### config.mk
export PLATFORM = sky130hd
export DESIGN_NAME = avi_info_frame_parser
export DESIGN_NICKNAME = d
export VERILOG_FILES = /design/src/rtl/hdmi_infoframe_pkg.sv /design/src/rtl/infoframe_checksum_accum.sv /design/src/rtl/avi_info_frame_parser.sv
export SDC_FILE = /design/constraint.sdc
export NUM_CORES = 1
export LEC_CHECK = 0
export CAP_MARGIN = 30
export CORE_UTILIZATION = 40
export CTS_CLUSTER_DIAMETER = 100
export DETAILED_ROUTE_END_ITERATION = 8
export GPL_TIMING_DRIVEN = 0
export SLEW_MARGIN = 15
export SYNTH_ARGS = -nofsm -noshare
export SYNTH_HDL_FRONTEND = slang
export SYNTH_SLANG_ARGS = --single-unit
### constraint.sdc
create_clock -name clk_pixel -period 4.66 [get_ports clk_pixel]
set_input_delay 0.932 -clock clk_pixel [delete_from_list [all_inputs] [get_ports clk_pixel]]
set_output_delay 0.932 -clock clk_pixel [all_outputs]
set_load 0.01 [all_outputs]
### src/rtl/hdmi_infoframe_pkg.sv
// Shared constants, FSM encoding and AVI field layout for InfoFrame receive parsers.
package hdmi_infoframe_pkg;

    localparam logic [7:0]  AVI_TYPE     = 8'h82;
    localparam int unsigned PACKET_BYTES = 28;
    localparam int unsigned HEADER_BYTES = 3;
    localparam logic [4:0]  LAST_PB      = 5'(PACKET_BYTES - 1);
    localparam logic [1:0]  LAST_HB      = 2'(HEADER_BYTES - 1);

    // Offsets of PB1..PB13 inside the shadow byte array (PB0 is not stored).
    localparam int unsigned SHADOW_BYTES = 13;
    localparam int unsigned PB1_OFS  = 0;
    localparam int unsigned PB2_OFS  = 1;
    localparam int unsigned PB3_OFS  = 2;
    localparam int unsigned PB4_OFS  = 3;
    localparam int unsigned PB5_OFS  = 4;
    localparam int unsigned PB6_OFS  = 5;
    localparam int unsigned PB7_OFS  = 6;
    localparam int unsigned PB8_OFS  = 7;
    localparam int unsigned PB9_OFS  = 8;
    localparam int unsigned PB10_OFS = 9;
    localparam int unsigned PB11_OFS = 10;
    localparam int unsigned PB12_OFS = 11;
    localparam int unsigned PB13_OFS = 12;

    typedef enum logic [1:0] {
        IDLE   = 2'd0,
        HEADER = 2'd1,
        BODY   = 2'd2
    } parse_state_t;

    typedef struct packed {
        logic [1:0]  video_format;
        logic        active_format_present;
        logic [1:0]  bar_info;
        logic [1:0]  scan_info;
        logic [1:0]  colorimetry;
        logic [1:0]  picture_aspect_ratio;
        logic [3:0]  active_format_aspect_ratio;
        logic        it_content;
        logic [2:0]  extended_colorimetry;
        logic [1:0]  rgb_quantization_range;
        logic [1:0]  non_uniform_picture_scaling;
        logic [6:0]  video_id_code;
        logic [1:0]  ycc_quantization_range;
        logic [1:0]  content_type;
        logic [3:0]  pixel_repetition;
        logic [15:0] top_bar_end;
        logic [15:0] bottom_bar_start;
        logic [15:0] left_bar_end;
        logic [15:0] right_bar_start;
    } avi_fields_t;

    // Published values before any good frame: "same as picture" active format.
    function automatic avi_fields_t avi_fields_reset();
        avi_fields_t f;
        f = '0;
        f.active_format_aspect_ratio = 4'b1000;
        return f;
    endfunction

    // Map captured PB1..PB13 onto the decoded AVI fields.
    function automatic avi_fields_t decode_avi(input logic [SHADOW_BYTES-1:0][7:0] pb);
        avi_fields_t f;
        f.video_format                = pb[PB1_OFS][6:5];
        f.active_format_present       = pb[PB1_OFS][4];
        f.bar_info                    = pb[PB1_OFS][3:2];
        f.scan_info                   = pb[PB1_OFS][1:0];
        f.colorimetry                 = pb[PB2_OFS][7:6];
        f.picture_aspect_ratio        = pb[PB2_OFS][5:4];
        f.active_format_aspect_ratio  = pb[PB2_OFS][3:0];
        f.it_content                  = pb[PB3_OFS][7];
        f.extended_colorimetry        = pb[PB3_OFS][6:4];
        f.rgb_quantization_range      = pb[PB3_OFS][3:2];
        f.non_uniform_picture_scaling = pb[PB3_OFS][1:0];
        f.video_id_code               = pb[PB4_OFS][6:0];
        f.ycc_quantization_range      = pb[PB5_OFS][7:6];
        f.content_type                = pb[PB5_OFS][5:4];
        f.pixel_repetition            = pb[PB5_OFS][3:0];
        f.top_bar_end                 = {pb[PB7_OFS],  pb[PB6_OFS]};
        f.bottom_bar_start            = {pb[PB9_OFS],  pb[PB8_OFS]};
        f.left_bar_end                = {pb[PB11_OFS], pb[PB10_OFS]};
        f.right_bar_start             = {pb[PB13_OFS], pb[PB12_OFS]};
        return f;
    endfunction

endpackage

### src/rtl/infoframe_checksum_accum.sv
// Mod-256 running byte sum; zero_c reports whether the sum including this cycle's byte is zero.
module infoframe_checksum_accum (
    input  logic       clk,
    input  logic       reset,
    input  logic       clear,
    input  logic       add_en,
    input  logic [7:0] din,
    output logic       zero_c
);

    logic [7:0] sum_q;
    logic [7:0] sum_d;

    // Clear takes effect before the add so a packet's first byte can seed the sum.
    always_comb begin
        sum_d = clear ? 8'h00 : sum_q;
        if (add_en) begin
            sum_d = sum_d + din;
        end
    end

    // Sum register.
    always_ff @(posedge clk) begin
        if (reset) begin
            sum_q <= 8'h00;
        end else begin
            sum_q <= sum_d;
        end
    end

    assign zero_c = (sum_d == 8'h00);

endmodule

### src/rtl/avi_info_frame_parser.sv
// Filters AVI InfoFrames from a byte-serial data-island stream and publishes validated fields atomically.
module avi_info_frame_parser
    import hdmi_infoframe_pkg::*;
#(
    parameter logic [7:0] EXPECTED_VERSION = 8'd2,
    parameter logic [4:0] MIN_LENGTH       = 5'd13
) (
    input  logic        clk_pixel,
    input  logic        reset,
    input  logic        in_valid,
    input  logic        in_sop,
    input  logic [7:0]  in_byte,
    output logic        frame_strobe,
    output logic        avi_valid,
    output logic [1:0]  video_format,
    output logic        active_format_present,
    output logic [1:0]  bar_info,
    output logic [1:0]  scan_info,
    output logic [1:0]  colorimetry,
    output logic [1:0]  picture_aspect_ratio,
    output logic [3:0]  active_format_aspect_ratio,
    output logic        it_content,
    output logic [2:0]  extended_colorimetry,
    output logic [1:0]  rgb_quantization_range,
    output logic [1:0]  non_uniform_picture_scaling,
    output logic [6:0]  video_id_code,
    output logic [1:0]  ycc_quantization_range,
    output logic [1:0]  content_type,
    output logic [3:0]  pixel_repetition,
    output logic [15:0] top_bar_end,
    output logic [15:0] bottom_bar_start,
    output logic [15:0] left_bar_end,
    output logic [15:0] right_bar_start,
    output logic        err_header,
    output logic        err_checksum,
    output logic        err_truncated
);

    parse_state_t state_q, state_d;

    logic [1:0]  hdr_idx_q;
    logic [4:0]  pb_idx_q;
    logic [4:0]  len_q;
    logic        is_avi_q;
    logic        hdr_bad_q;
    logic [SHADOW_BYTES-1:0][7:0] shadow_q;
    avi_fields_t fields_q;

    logic acc_clear_c;
    logic acc_add_c;
    logic acc_zero_c;
    logic start_pkt_c;
    logic trunc_c;
    logic last_byte_c;

    infoframe_checksum_accum u_accum (
        .clk    (clk_pixel),
        .reset  (reset),
        .clear  (acc_clear_c),
        .add_en (acc_add_c),
        .din    (in_byte),
        .zero_c (acc_zero_c)
    );

    // State register.
    always_ff @(posedge clk_pixel) begin
        if (reset) begin
            state_q <= IDLE;
        end else begin
            state_q <= state_d;
        end
    end

    // Next state and per-byte control; in_sop always restarts a packet, from any state.
    always_comb begin
        state_d     = state_q;
        acc_clear_c = 1'b0;
        acc_add_c   = 1'b0;
        start_pkt_c = 1'b0;
        trunc_c     = 1'b0;
        last_byte_c = 1'b0;
        if (in_valid) begin
            if (in_sop) begin
                start_pkt_c = 1'b1;
                acc_clear_c = 1'b1;
                acc_add_c   = 1'b1;
                trunc_c     = (state_q != IDLE) && is_avi_q;
                state_d     = HEADER;
            end else begin
                unique case (state_q)
                    IDLE: state_d = IDLE;
                    HEADER: begin
                        acc_add_c = 1'b1;
                        if (hdr_idx_q == LAST_HB) begin
                            state_d = BODY;
                        end
                    end
                    BODY: begin
                        acc_add_c = (pb_idx_q <= len_q);
                        if (pb_idx_q == LAST_PB) begin
                            last_byte_c = 1'b1;
                            state_d     = IDLE;
                        end
                    end
                    default: state_d = IDLE;
                endcase
            end
        end
    end

    // Header checks, byte indices, shadow capture and the completion verdict.
    always_ff @(posedge clk_pixel) begin
        if (reset) begin
            hdr_idx_q     <= 2'd0;
            pb_idx_q      <= 5'd0;
            len_q         <= 5'd0;
            is_avi_q      <= 1'b0;
            hdr_bad_q     <= 1'b0;
            shadow_q      <= '0;
            fields_q      <= avi_fields_reset();
            frame_strobe  <= 1'b0;
            avi_valid     <= 1'b0;
            err_header    <= 1'b0;
            err_checksum  <= 1'b0;
            err_truncated <= 1'b0;
        end else begin
            frame_strobe  <= 1'b0;
            err_header    <= 1'b0;
            err_checksum  <= 1'b0;
            err_truncated <= trunc_c;

            if (start_pkt_c) begin
                is_avi_q  <= (in_byte == AVI_TYPE);
                hdr_idx_q <= 2'd1;
                hdr_bad_q <= 1'b0;
                pb_idx_q  <= 5'd0;
                len_q     <= 5'd0;
            end else if (in_valid && state_q == HEADER) begin
                if (hdr_idx_q != LAST_HB) begin
                    if (is_avi_q && in_byte != EXPECTED_VERSION) begin
                        hdr_bad_q <= 1'b1;
                    end
                    hdr_idx_q <= hdr_idx_q + 2'd1;
                end else begin
                    len_q <= in_byte[4:0];
                    if (is_avi_q && (in_byte[7:5] != 3'd0 || in_byte[4:0] < MIN_LENGTH
                                     || in_byte[4:0] > LAST_PB)) begin
                        hdr_bad_q <= 1'b1;
                    end
                end
            end else if (in_valid && state_q == BODY) begin
                for (int unsigned i = 0; i < SHADOW_BYTES; i++) begin
                    if (pb_idx_q == 5'(i + 1)) begin
                        shadow_q[i] <= in_byte;
                    end
                end
                if (pb_idx_q != LAST_PB) begin
                    pb_idx_q <= pb_idx_q + 5'd1;
                end
            end

            // Shadow and flags still hold this frame's values even if a new HB0 arrives now.
            if (last_byte_c && is_avi_q) begin
                if (hdr_bad_q) begin
                    err_header <= 1'b1;
                end else if (!acc_zero_c) begin
                    err_checksum <= 1'b1;
                end else begin
                    fields_q     <= decode_avi(shadow_q);
                    frame_strobe <= 1'b1;
                    avi_valid    <= 1'b1;
                end
            end
        end
    end

    assign video_format                = fields_q.video_format;
    assign active_format_present       = fields_q.active_format_present;
    assign bar_info                    = fields_q.bar_info;
    assign scan_info                   = fields_q.scan_info;
    assign colorimetry                 = fields_q.colorimetry;
    assign picture_aspect_ratio        = fields_q.picture_aspect_ratio;
    assign active_format_aspect_ratio  = fields_q.active_format_aspect_ratio;
    assign it_content                  = fields_q.it_content;
    assign extended_colorimetry        = fields_q.extended_colorimetry;
    assign rgb_quantization_range      = fields_q.rgb_quantization_range;
    assign non_uniform_picture_scaling = fields_q.non_uniform_picture_scaling;
    assign video_id_code               = fields_q.video_id_code;
    assign ycc_quantization_range      = fields_q.ycc_quantization_range;
    assign content_type                = fields_q.content_type;
    assign pixel_repetition            = fields_q.pixel_repetition;
    assign top_bar_end                 = fields_q.top_bar_end;
    assign bottom_bar_start            = fields_q.bottom_bar_start;
    assign left_bar_end                = fields_q.left_bar_end;
    assign right_bar_start             = fields_q.right_bar_start;

endmodule

# Word-level counts from Yosys, hierarchy flattened
# Index checks and enable logic that the tools add are counted.
# totals
in_bits	12
latch_bits	0
memories	0
mem_bits_rw	0
romBits	0
register_bits	233
output_inout_bits	107
# op_classes
reduce_logical	38
div	0
muxes	24
shifts	0
n_eq_ne	24
n_lt_le_gt_ge	3
n_mul	0
add_sub_neg	3
bitwise	7
# ops
operator	count
4-bit AND reduction	13
5-bit by 4-bit equality test with 1-bit output (second input constant)	6
5-bit by 3-bit equality test with 1-bit output (second input constant)	4
1-bit two-way mux	17
8-bit two-way mux	2
3-bit AND reduction	4
5-bit by 2-bit equality test with 1-bit output (second input constant)	2
8-bit adder	1
8-bit equality test (second input constant)	1
8-bit zero test	1
8-bit by 2-bit inequality test with 1-bit output (second input constant)	1
2-bit nonzero test	4
1-bit inverter	7
1-bit logical AND	6
2-bit two-way mux	3
3-bit inequality test (second input constant)	2
2-bit AND reduction	3
3-bit OR reduction	2
5-bit by 1-bit adder with 5-bit output (second input constant)	1
5-bit by 1-bit equality test with 1-bit output (second input constant)	1
5-bit equality test (second input constant)	1
5-bit > comparator (second input constant)	1
5-bit <= comparator	1
5-bit by 4-bit < comparator with 1-bit output (second input constant)	1
other kinds (11)	14

# Logic depth before layout (Yosys ltp)
# Gate-level depths: netlist of run 1.
# depth
ltp_word	8
depth_mapped	16

# Cells and area by module
# From an unflattened synthesis of run 1, not the netlist that was laid out.
# hier_totals
hier_cells	924
area_unflattened_um2	9862.0
# modules_own_cells
module	cells_each	n_inst	area_each_um2
avi_info_frame_parser	833	1	9148.8
infoframe_checksum_accum	91	1	713.2

# Worst setup path before layout of run 1
# Ideal clock, no wire load.
# synth_path
path_type	in2reg
start	input port in_valid
end	register fields_q, in the netlist bottom_bar_start[5]
path_stages	16
required_time_ns	4.528
path_slack_ns	0.707
arrival_ns	3.821
cell_sequence	buf_2 nand2_1 clkbuf_1 and2_1 ha_1 fa_1 a211oi_1 nor2_1 o311ai_0 nor4_1 or2_1 buf_2 buf_4 buf_4 nand4_1 a21oi_1
# synth_between
elab_chain_cells	6
# synth_lines
item	line	source
start: declaration	avi_info_frame_parser.sv:10	input logic in_valid,
1-bit two-way mux	avi_info_frame_parser.sv:82	if (in_valid) begin
8-bit two-way mux	infoframe_checksum_accum.sv:16	sum_d = clear ? 8'h00 : sum_q;
8-bit adder	infoframe_checksum_accum.sv:18	sum_d = sum_d + din;
8-bit two-way mux	infoframe_checksum_accum.sv:17	if (add_en) begin
8-bit zero test	infoframe_checksum_accum.sv:31	assign zero_c = (sum_d == 8'h00);
3-bit AND reduction (no source line) (*)	n/a	
end signal: assignment	avi_info_frame_parser.sv:120	fields_q <= avi_fields_reset();
end signal: assignment	avi_info_frame_parser.sv:169	fields_q <= decode_avi(shadow_q);
end: declaration	avi_info_frame_parser.sv:47	avi_fields_t fields_q;
# Mark *: on every way between the ends. The rest lies on a longest branch, timed or not.
# A chain may end at the register's enable or synchronous reset.

# Final worst setup path of run 1
# layout_path
start	input port in_valid
end	register fields_q, in the netlist right_bar_start[7]
# The elaborated chain is that of the path after synthesis.

==> reports/metrics.cfg, run 1 <==
[run_status]
status=finished, final reports clean

[worst_hold_path]
min_from=u_accum.sum_q[2]
hold_end=u_accum.sum_q[2]
hold_class=reg2reg
hold_depth=2

[placement]
place_hpwl_um=19690
place.gp.congestion=0.8877
dp_cells=1501
io_buffers=117

[power_and_ir_drop]
p_per_area_nw_per_um2=360.0
ir_drop_mv=0.2373
leakage_nw=4.581
power_mw=4.361

[clocking]
cts_tree=yes
cts.path.max_buffers=3
cts-buffers-inserted=25
clock_latency_ns=0.52
root_buffer=clkbuf_16
cts_sinks=233
cts_max_level=1
cts.clk_slew.worst_paths_ns=0.06

[sta]
hold_viol_final=0
setup_viol=0
fmax_ghz=0.2244
slew-limit-headroom_pct=35.71
slew_viol_final=0
fin_crit_sh_pct=95.62
skew_ns=0.01508
post-route-min-period_ns=4.456
fin_setup_tns_ns=0
rsz0062_at_grt=yes
tightest_slew_ns=0.9608

[setup_path]
rrSetupSlack_ns=1.25
crit_fanout=10
arrival_ns=4.90
r2r_end=right_bar_start[15]
cp-end-kind=flop
crit_path_start_kind=input port
reg2reg_from=pb_idx_q[1]
critPathRequiredTime_ns=5.10
worstSetupPathType=in2reg
reg2reg_depth=10

[synth]
synth_fp_nets=1097
syn_area_um2=9597
synth_top_area_share_pct=48.60
syn_inst=1064
yosys_register_bits=233
yosys.area_share.simple_pct=17.51
synth_top_family_by_area=simple AND/OR/NAND/NOR gates
synth-compound-area-share_pct=14.17
synth_edf_count=0
synth_async_sr_flop_share_pct=0
synth.distinct_cells=51
yosys.area.top_type=dfxtp_1
synth_top_flop_cell=dfxtp_1
synth_area_leaders=dfxtp_1, mux2i_1, nand4_1
syn_area_per_cell_um2=9.019
synthAdderAreaFrac_pct=2.816
ys_warn_count=0
synthMuxAreaShare_pct=11.37
synth_xor_area_share_pct=0.4563
yosysSeqAreaShare_pct=48.60

[routing]
routed-via-count=8431
antenna_left=0
drtIter0Drc=524
first_pass_iters=5
avgRoutedWirePerCell_um=18.68
finalWirelength_um=28960
drc=0
avgViaCountPerCell=5.439

[die]
dieArea_um2=24610
coreArea_um2=23470
fp.dieW_um=156.9
num_rows=56
die_h_um=156.9
start_util_pct=40.88
pin_count=119

[grt]
antenna_found_initial=0
grt_util_all_layers_pct=23.35
gr-total-overflow=0
grt_max_degree=14
grt_pass1_vias=7811
grt_pass1_wl_um=44440

[run]
maxCapViolCount=0

[finish]
fin_nets=1246
instances_no_fill=1550
syn2layout_area_growth_pct=26.23
drive_gt1_share_pct=7.880
antenna_cells=0
fillCellCount=2214

report_power, final:
part	internal, mW	total (mW)	switching [mW]
clock	1.21	2.01	0.800
combinational	0.0916	0.348	0.257
sequential	2.00	2.00	0.00437
routing by layer:
layer  track usage, %  up-vias  wire length [µm]
li1                 -     4128                 -
met3            2.919       37              1654
met4            6.256        0               619
met5                0        -                 0
met1            33.53     4008             13720
met2            36.70      258             12960
how the worst max path moves through the flow:
| stage | depth (start not counted) | slack [ns] | start | to |
|---|---|---|---|---|
| 2_1_floorplan | 16 | 0.71 | in_valid | bottom_bar_start[5] |
| 3_3_place_gp | 16 | -1.01 | in_valid | active_format_aspect_ratio[2] |
| 3_5_place_dp | 16 | -0.98 | in_valid | picture_aspect_ratio[0] |
| 4_1_cts | 16 | 0.03 | in_valid | right_bar_start[7] |
| 5_1_grt | 15 | -0.006 | in_valid | video_id_code[2] |
| 6_report | 17 | 0.20 | in_valid | right_bar_start[7] |
cell families (layout without fill, tap and decap cells):
kind of cell,count (synthesis),in the layout
AND/OR/NAND/NOR,329,329
AO/OA/AOI/OAI,252,252
flip-flops,233,233
buffers and inverters,115,282
multiplexers,109,109
adder cells (fa/ha/maj),21,21
XOR/XNOR,5,5
through the flow:
stage	utilization [%]	hold WS (ns)	cell area, µm²	setup slack [ns]
finish	51.61	0.4694	12110	0.2042
floorplan	-	0.4171	9597	0.7071
detailed placement	47.68	0.4610	11190	-0.9796
global placement	47.57	0.4533	11170	-1.011
CTS	51.34	0.4696	12050	0.03034
global route	51.61	0.4853	12110	-0.005630
flip-flops by register name, indices dropped and copies added, names as in the netlist, 3 cells and up:
name                        cells
active_format_aspect_ratio      4
pb_idx_q                        5
bottom_bar_start               16
video_id_code                   7
right_bar_start                16
top_bar_end                    16
left_bar_end                   16
extended_colorimetry            3
u_accum.sum_q                   8
len_q                           5
pixel_repetition                4
shadow_q                      102
final cells by class:
| cell class | count | area (µm²) | share of cell area (%) |
|---|---|---|---|
| inverters | 11 | 41.29 | 0.3408 |
| plain buffers | 104 | 475.5 | 3.925 |
| well taps | 319 | 399.1 | 3.295 |
| flip-flops and latches | 233 | 4664 | 38.50 |
| clock inverters | 7 | 92.59 | 0.7643 |
| clock buffers | 38 | 744.5 | 6.145 |
| multi-input cells | 716 | 4488 | 37.05 |
| repair buffers | 122 | 1209 | 9.977 |
cells in the mapped netlist (4+ instances only):
cell      number
nor2_1       127
o21ai_1       31
inv_1         11
nor3_1         7
nor4_1         4
a211oi_1       5
clkbuf_1      75
nand2b_1       5
buf_2         16
dfxtp_1      233
nand2_1       30
mux2i_1      109
a21oi_1      115
nand3_1       12
nor3b_1        4
xor2_1         4
and2_1        10
o21ai_0       78
buf_4          9
ha_1          20
nand4_1      107
what timing repair did:
item / CTS / global route
setup endpoints to repair: 83 / 98
pin swaps: 0 / 1
gates cloned: 0 / 0
hold buffers: 0 / 0
resized for setup: 12 / 23
buffers inserted: 0 / 3
cells in the final DEF (no fill, tap or decap), drive strengths merged, types with 3 or more instances in the layout:
cell type and n:
nor4 7, nand2b 5, dfxtp 233, buf 34
nand4 107, nand2 30, a21oi 115, nor2 127
xor2 4, mux2i 109, clkbuf 113, clkinv 4
or2 4, nor3 7, nand3 12, a211oi 5
ha 20, clkdlybuf4s50 117, or3 3, a221oi 3
inv 12, nand4b 3, a21o 3, o21ai 109
nor3b 4, a31oi 3, and3 3, and2 10
critical path, cell delays in order:
cell	delay [ns]
clkdlybuf4s50_1	0.54
clkbuf_4	0.22
nand2_2	0.14
clkbuf_2	0.22
and2_1	0.18
ha_1	0.21
fa_1	0.45
a211oi_2	0.29
or4_1	0.17
o311ai_2	0.13
nor4_2	0.39
or2_1	0.15
buf_2	0.18
buf_6	0.19
buf_4	0.22
nand4_1	0.11
a21oi_1	0.17
No activity file was read; power rests on OpenSTA's default activity.
==> run 2, diff against run 1 <==
--- a/config.mk
+++ b/config.mk
@@ -6,10 +6,13 @@
 export NUM_CORES = 1
 export LEC_CHECK = 0
 export CAP_MARGIN = 30
-export CORE_UTILIZATION = 40
+export CELL_PAD_IN_SITES_DETAIL_PLACEMENT = 1
+export CELL_PAD_IN_SITES_GLOBAL_PLACEMENT = 2
+export CORE_UTILIZATION = 34
 export CTS_CLUSTER_DIAMETER = 100
 export DETAILED_ROUTE_END_ITERATION = 8
 export GPL_TIMING_DRIVEN = 0
+export PLACE_DENSITY_LB_ADDON = 0.1
 export SLEW_MARGIN = 15
 export SYNTH_ARGS = -nofsm -noshare
 export SYNTH_HDL_FRONTEND = slang
==> reports/metrics.cfg, run 2 (synthesized netlist as in run 1, its figures left out) <==
[power_and_ir_drop]
seq_power_share_pct=43.2
power_mw=4.635
p_int_mw=3.521
leakage_nw=4.647
swShare_pct=24.02
p_clk_share_pct=48.9
p_per_area_nw_per_um2=376.1
p_sw_mw=1.113
ir_drop_mv=0.1859
p_comb_share_pct=7.9

[clocking]
cts.path.max_buffers=3
clock_latency_ns=0.53
root_buffer=clkbuf_16
hold_buffers=0
cts_max_level=1
cts.clk_slew.worst_paths_ns=0.06
cts-buffers-inserted=26
cts_sinks=233
cts_tree=yes

[finish]
fin_nets=1247
largest_register_ffs=102
regMostFlops=shadow_q
instances_no_fill=1610
finish.instance_area_um2=12320
syn2layout_area_growth_pct=28.42
drive_gt1_share_pct=8.279
final_common_cell=dfxtp_1
final_cell_mix=dfxtp_1, nor2_1, clkdlybuf4s50_1
fillCellCount=3216
antenna_cells=0
final_util_pct=44.36

[grt]
grt_pass1_vias=8563
grt_pass1_wl_um=50470
grt_util_all_layers_pct=22.48
antenna_found_initial=0
grt_max_degree=13
gr-total-overflow=0

[sta]
fmax_ghz=0.2253
setup_viol=0
fin_crit_sh_pct=95.25
hold_viol_final=0
post-route-min-period_ns=4.439
hold-worst-slack_ns=0.4389
skew_ns=0.01596
rsz0062_at_grt=no
timing.final.ws_setup_ns=0.2213
fin_setup_tns_ns=0
slew-limit-headroom_pct=35.66
slew_viol_final=0
tightest_slew_ns=0.9651

[setup_path]
arrival_ns=4.89
worstSetupPathType=in2reg
cp-end-kind=flop
crit_fanout=10
crit_path_start_kind=input port
critPathRequiredTime_ns=5.12

[die]
coreArea_um2=27780
num_rows=61
dieArea_um2=28900
start_util_pct=34.54
fp.dieW_um=170.0
die_h_um=170.0
pin_count=119

[routing]
antenna_left=0
first_pass_iters=7
routed-via-count=8481
avgViaCountPerCell=5.268
drtIter0Drc=466
drc=2
finalWirelength_um=32380
avgRoutedWirePerCell_um=20.11

[worst_hold_path]
hold_class=reg2reg

[placement]
placed_cell_area_um2=11270
place.gp.congestion=0.7894
io_buffers=117
dp_cells=1561
place_hpwl_um=22300
dpl_worst_slack_ns=-1.234

[run_status]
violations=DRC
status=finished with violations

[run]
maxCapViolCount=0

-- run 2: cell types whose count changed in the layout (fill, tap and decap cells not counted), sizes merged --
| cell | change |
|---|---|
| clkbuf | +4 |
| clkinv | -3 |
| bufinv | +2 |
| buf | -1 |
| inv | -1 |
-- run 2: area by class of cell --
class	count	area, µm²	share of cell area (%)
Buffer	104	478.0	3.878
Clock buffer	41	828.3	6.721
Clock inverter	5	125.1	1.015
Inverter	11	41.29	0.3350
Multi-Input combinational cell	716	4504	36.55
Sequential cell	233	4664	37.85
Tap cell	378	473.0	3.838
Timing Repair Buffer	122	1210	9.817
-- run 2: what timing repair did --
| item | CTS | global route |
|---|---|---|
| pin swaps | 1 | 1 |
| resized for setup | 15 | 22 |
| setup endpoints to repair | 105 | 81 |
| setup buffers | 0 | 2 |
-- run 2: final timing paths --
check / startpoint / endpoint / slack [ns] / cells past startpoint
setup / recovery: in_valid / video_id_code[5] / 0.22 / 15
hold / removal: hdr_bad_q / err_checksum / 0.44 / 1
setup reg to reg: pb_idx_q[1] / video_id_code[5] / 1.07 / 10
hold reg to reg: hdr_bad_q / err_checksum / 0.44 / 1
-- run 2: critical path, stage by stage --
cell and delay (ns):
clkdlybuf4s50_1 0.53, buf_4 0.19, nand2_2 0.14, clkbuf_4 0.23, and2_1 0.17, ha_1 0.38
o21a_1 0.26, a211oi_1 0.10, or3_1 0.44, o31a_1 0.34, a31oi_4 0.16, buf_4 0.21
clkbuf_1 0.40, nand4_1 0.20, a21oi_1 0.20
-- run 2: power by group through the flow --
stage / Combinational (mW) / Sequential [mW] / Clock [mW]
after floorplan: 0.214 / 2.05 / 0
after global placement: 0.350 / 2.05 / 0
after detailed placement: 0.352 / 2.05 / 0
after CTS: 0.357 / 2.00 / 2.32
after global routing: 0.395 / 2.00 / 2.40
final: 0.364 / 2.00 / 2.27
-- run 2: layer usage --
| metal | GRT usage (%) | vias to the layer above | part of all wire (%) |
|---|---|---|---|
| li1 | - | 4113 | - |
| met1 | 30.99 | 4170 | 48 |
| met3 | 3.023 | 32 | 4.2 |
| met4 | 4.857 | 0 | 1.5 |
| met5 | 0 | - | 0 |
| met2 | 37.24 | 166 | 47 |
==> run 3, diff against run 2 <==
--- a/config.mk
+++ b/config.mk
@@ -8,6 +8,8 @@
 export CAP_MARGIN = 30
 export CELL_PAD_IN_SITES_DETAIL_PLACEMENT = 1
 export CELL_PAD_IN_SITES_GLOBAL_PLACEMENT = 2
+export CORE_ASPECT_RATIO = 0.9
+export CORE_MARGIN = 2
 export CORE_UTILIZATION = 34
 export CTS_CLUSTER_DIAMETER = 100
 export DETAILED_ROUTE_END_ITERATION = 8
==> reports/metrics.cfg, run 3 (synthesized netlist as in run 1, its figures left out) <==
[setup_path]
rrSetupSlack_ns=1.09
critPathRequiredTime_ns=5.08
crit_path_start_kind=input port
cp-end-kind=flop
reg2reg_from=pb_idx_q[1]
arrival_ns=4.90
r2r_end=right_bar_start[7]
worstSetupPathType=in2reg
reg2reg_depth=10
crit_fanout=10

[clocking]
cts-buffers-inserted=27
clock_latency_ns=0.54
cts_max_level=1
cts_tree=yes
cts.clk_slew.worst_paths_ns=0.06
cts_sinks=233
root_buffer=clkbuf_16
cts.path.max_buffers=3

[placement]
dp_cells=1542
placed_cell_area_um2=11240
io_buffers=117
place_hpwl_um=22890
place.gp.congestion=0.7659

[worst_hold_path]
hold_class=reg2reg
hold_depth=2
hold_end=bottom_bar_start[13]
min_from=shadow_q[69]

[die]
start_util_pct=34.44
pin_count=119
die_h_um=163.4
num_rows=58
dieArea_um2=29590
coreArea_um2=27870
fp.dieW_um=181.1

[sta]
tightest_slew_ns=0.9659
slew-limit-headroom_pct=35.37
post-route-min-period_ns=4.487
fmax_ghz=0.2228
setup_viol=0
hold_viol_final=0
skew_ns=0.01615
slew_viol_final=0
hold-worst-slack_ns=0.4728
fin_setup_tns_ns=0
fin_crit_sh_pct=96.30

[routing]
antenna_left=0
avgRoutedWirePerCell_um=20.63
avgViaCountPerCell=5.349
first_pass_iters=5
drtIter0Drc=416
finalWirelength_um=32840
drc=0
routed-via-count=8516

[finish]
multi_input_area_um2=4497
drive_gt1_share_pct=8.279
final_util_pct=43.83
largest_register_ffs=102
fillCellCount=3234
final_common_cell=dfxtp_1
syn2layout_area_growth_pct=27.26
antenna_cells=0
final_cell_mix=dfxtp_1, nor2_1, clkdlybuf4s50_1
instances_no_fill=1592
regMostFlops=shadow_q
finish.instance_area_um2=12210
fin_nets=1246
register_area_um2=4664

[grt]
grt_pass1_vias=8768
grt_pass1_wl_um=51390
gr-total-overflow=0
antenna_found_initial=0
grt_util_all_layers_pct=22.20
grt_max_degree=14

[power_and_ir_drop]
leakage_nw=4.617
ir_drop_mv=0.2412
p_per_area_nw_per_um2=367.8

[run_status]
status=finished, final reports clean

[run]
maxCapViolCount=0

-- run 3: cell types whose count changed in the layout (fill, tap and decap cells not counted), sizes merged --
cell    before  now
bufinv       4    2
buf         33   32
clkbuf     117  114
inv         11   12
clkinv       1    6
-- run 3: where the power goes --
group	internal, mW	switching [mW]	leakage (nW)	total (mW)
Clock	1.27	0.859	0.439	2.13
Sequential	2.00	0.00459	1.88	2.00
Combinational	0.0937	0.270	2.30	0.364
-- run 3: cell type report --
| class | instances | share of cell area (%) |
|---|---|---|
| Clock inverter | 9 | 0.8093 |
| Timing Repair Buffer | 121 | 9.815 |
| Inverter | 11 | 0.3381 |
| Clock buffer | 39 | 6.393 |
| Multi-Input combinational cell | 716 | 36.82 |
| Sequential cell | 233 | 38.19 |
| Buffer | 103 | 3.944 |
| Tap cell | 360 | 3.688 |
-- run 3: worst max-delay path by stage --
stage | start | to | slack [ns] | cells past startpoint
floorplan | in_valid | bottom_bar_start[5] | 0.71 | 16
global placement | in_valid | active_format_aspect_ratio[1] | -1.39 | 16
detailed placement | in_valid | active_format_aspect_ratio[2] | -1.37 | 16
CTS | in_valid | right_bar_start[7] | 0.009 | 17
global route | in_valid | right_bar_start[13] | -0.01 | 15
finish | in_valid | active_format_aspect_ratio[3] | 0.17 | 15
-- run 3: through the flow --
step | power [mW] | setup slack (ns)
finish | 4.493 | 0.1726
global route | 4.650 | -0.009520
CTS | 4.530 | 0.008727
detailed placement | 2.397 | -1.373
global placement | 2.396 | -1.385
floorplan | 2.259 | 0.7071
-- run 3: layer usage --
metal  global-route usage, %  wire (µm)  vias up
met3                   3.010       1117       32
met4                   3.954        442        0
met2                   36.12      14860      149
met1                   31.73      16420     4219
li1                        -          -     4116
met5                       0          0        -
-- run 3: critical path, stage by stage --
cell and delay (ns):
clkdlybuf4s50_1 0.51, buf_4 0.18, nand2_2 0.15, clkbuf_4 0.25
and2_1 0.19, ha_1 0.35, a21o_1 0.21, a22o_1 0.23
or3_1 0.37, o31a_1 0.34, a31o_2 0.27, buf_2 0.26
buf_2 0.25, nor3_1 0.25, o21bai_1 0.13
-- run 3: repair_timing --
item                                    in CTS  in global routing
pin swaps                                    1                  1
hold buffers                                 0                  0
endpoints found under the setup margin     105                 99
resized for setup                           16                 26
setup buffers                                0                  2
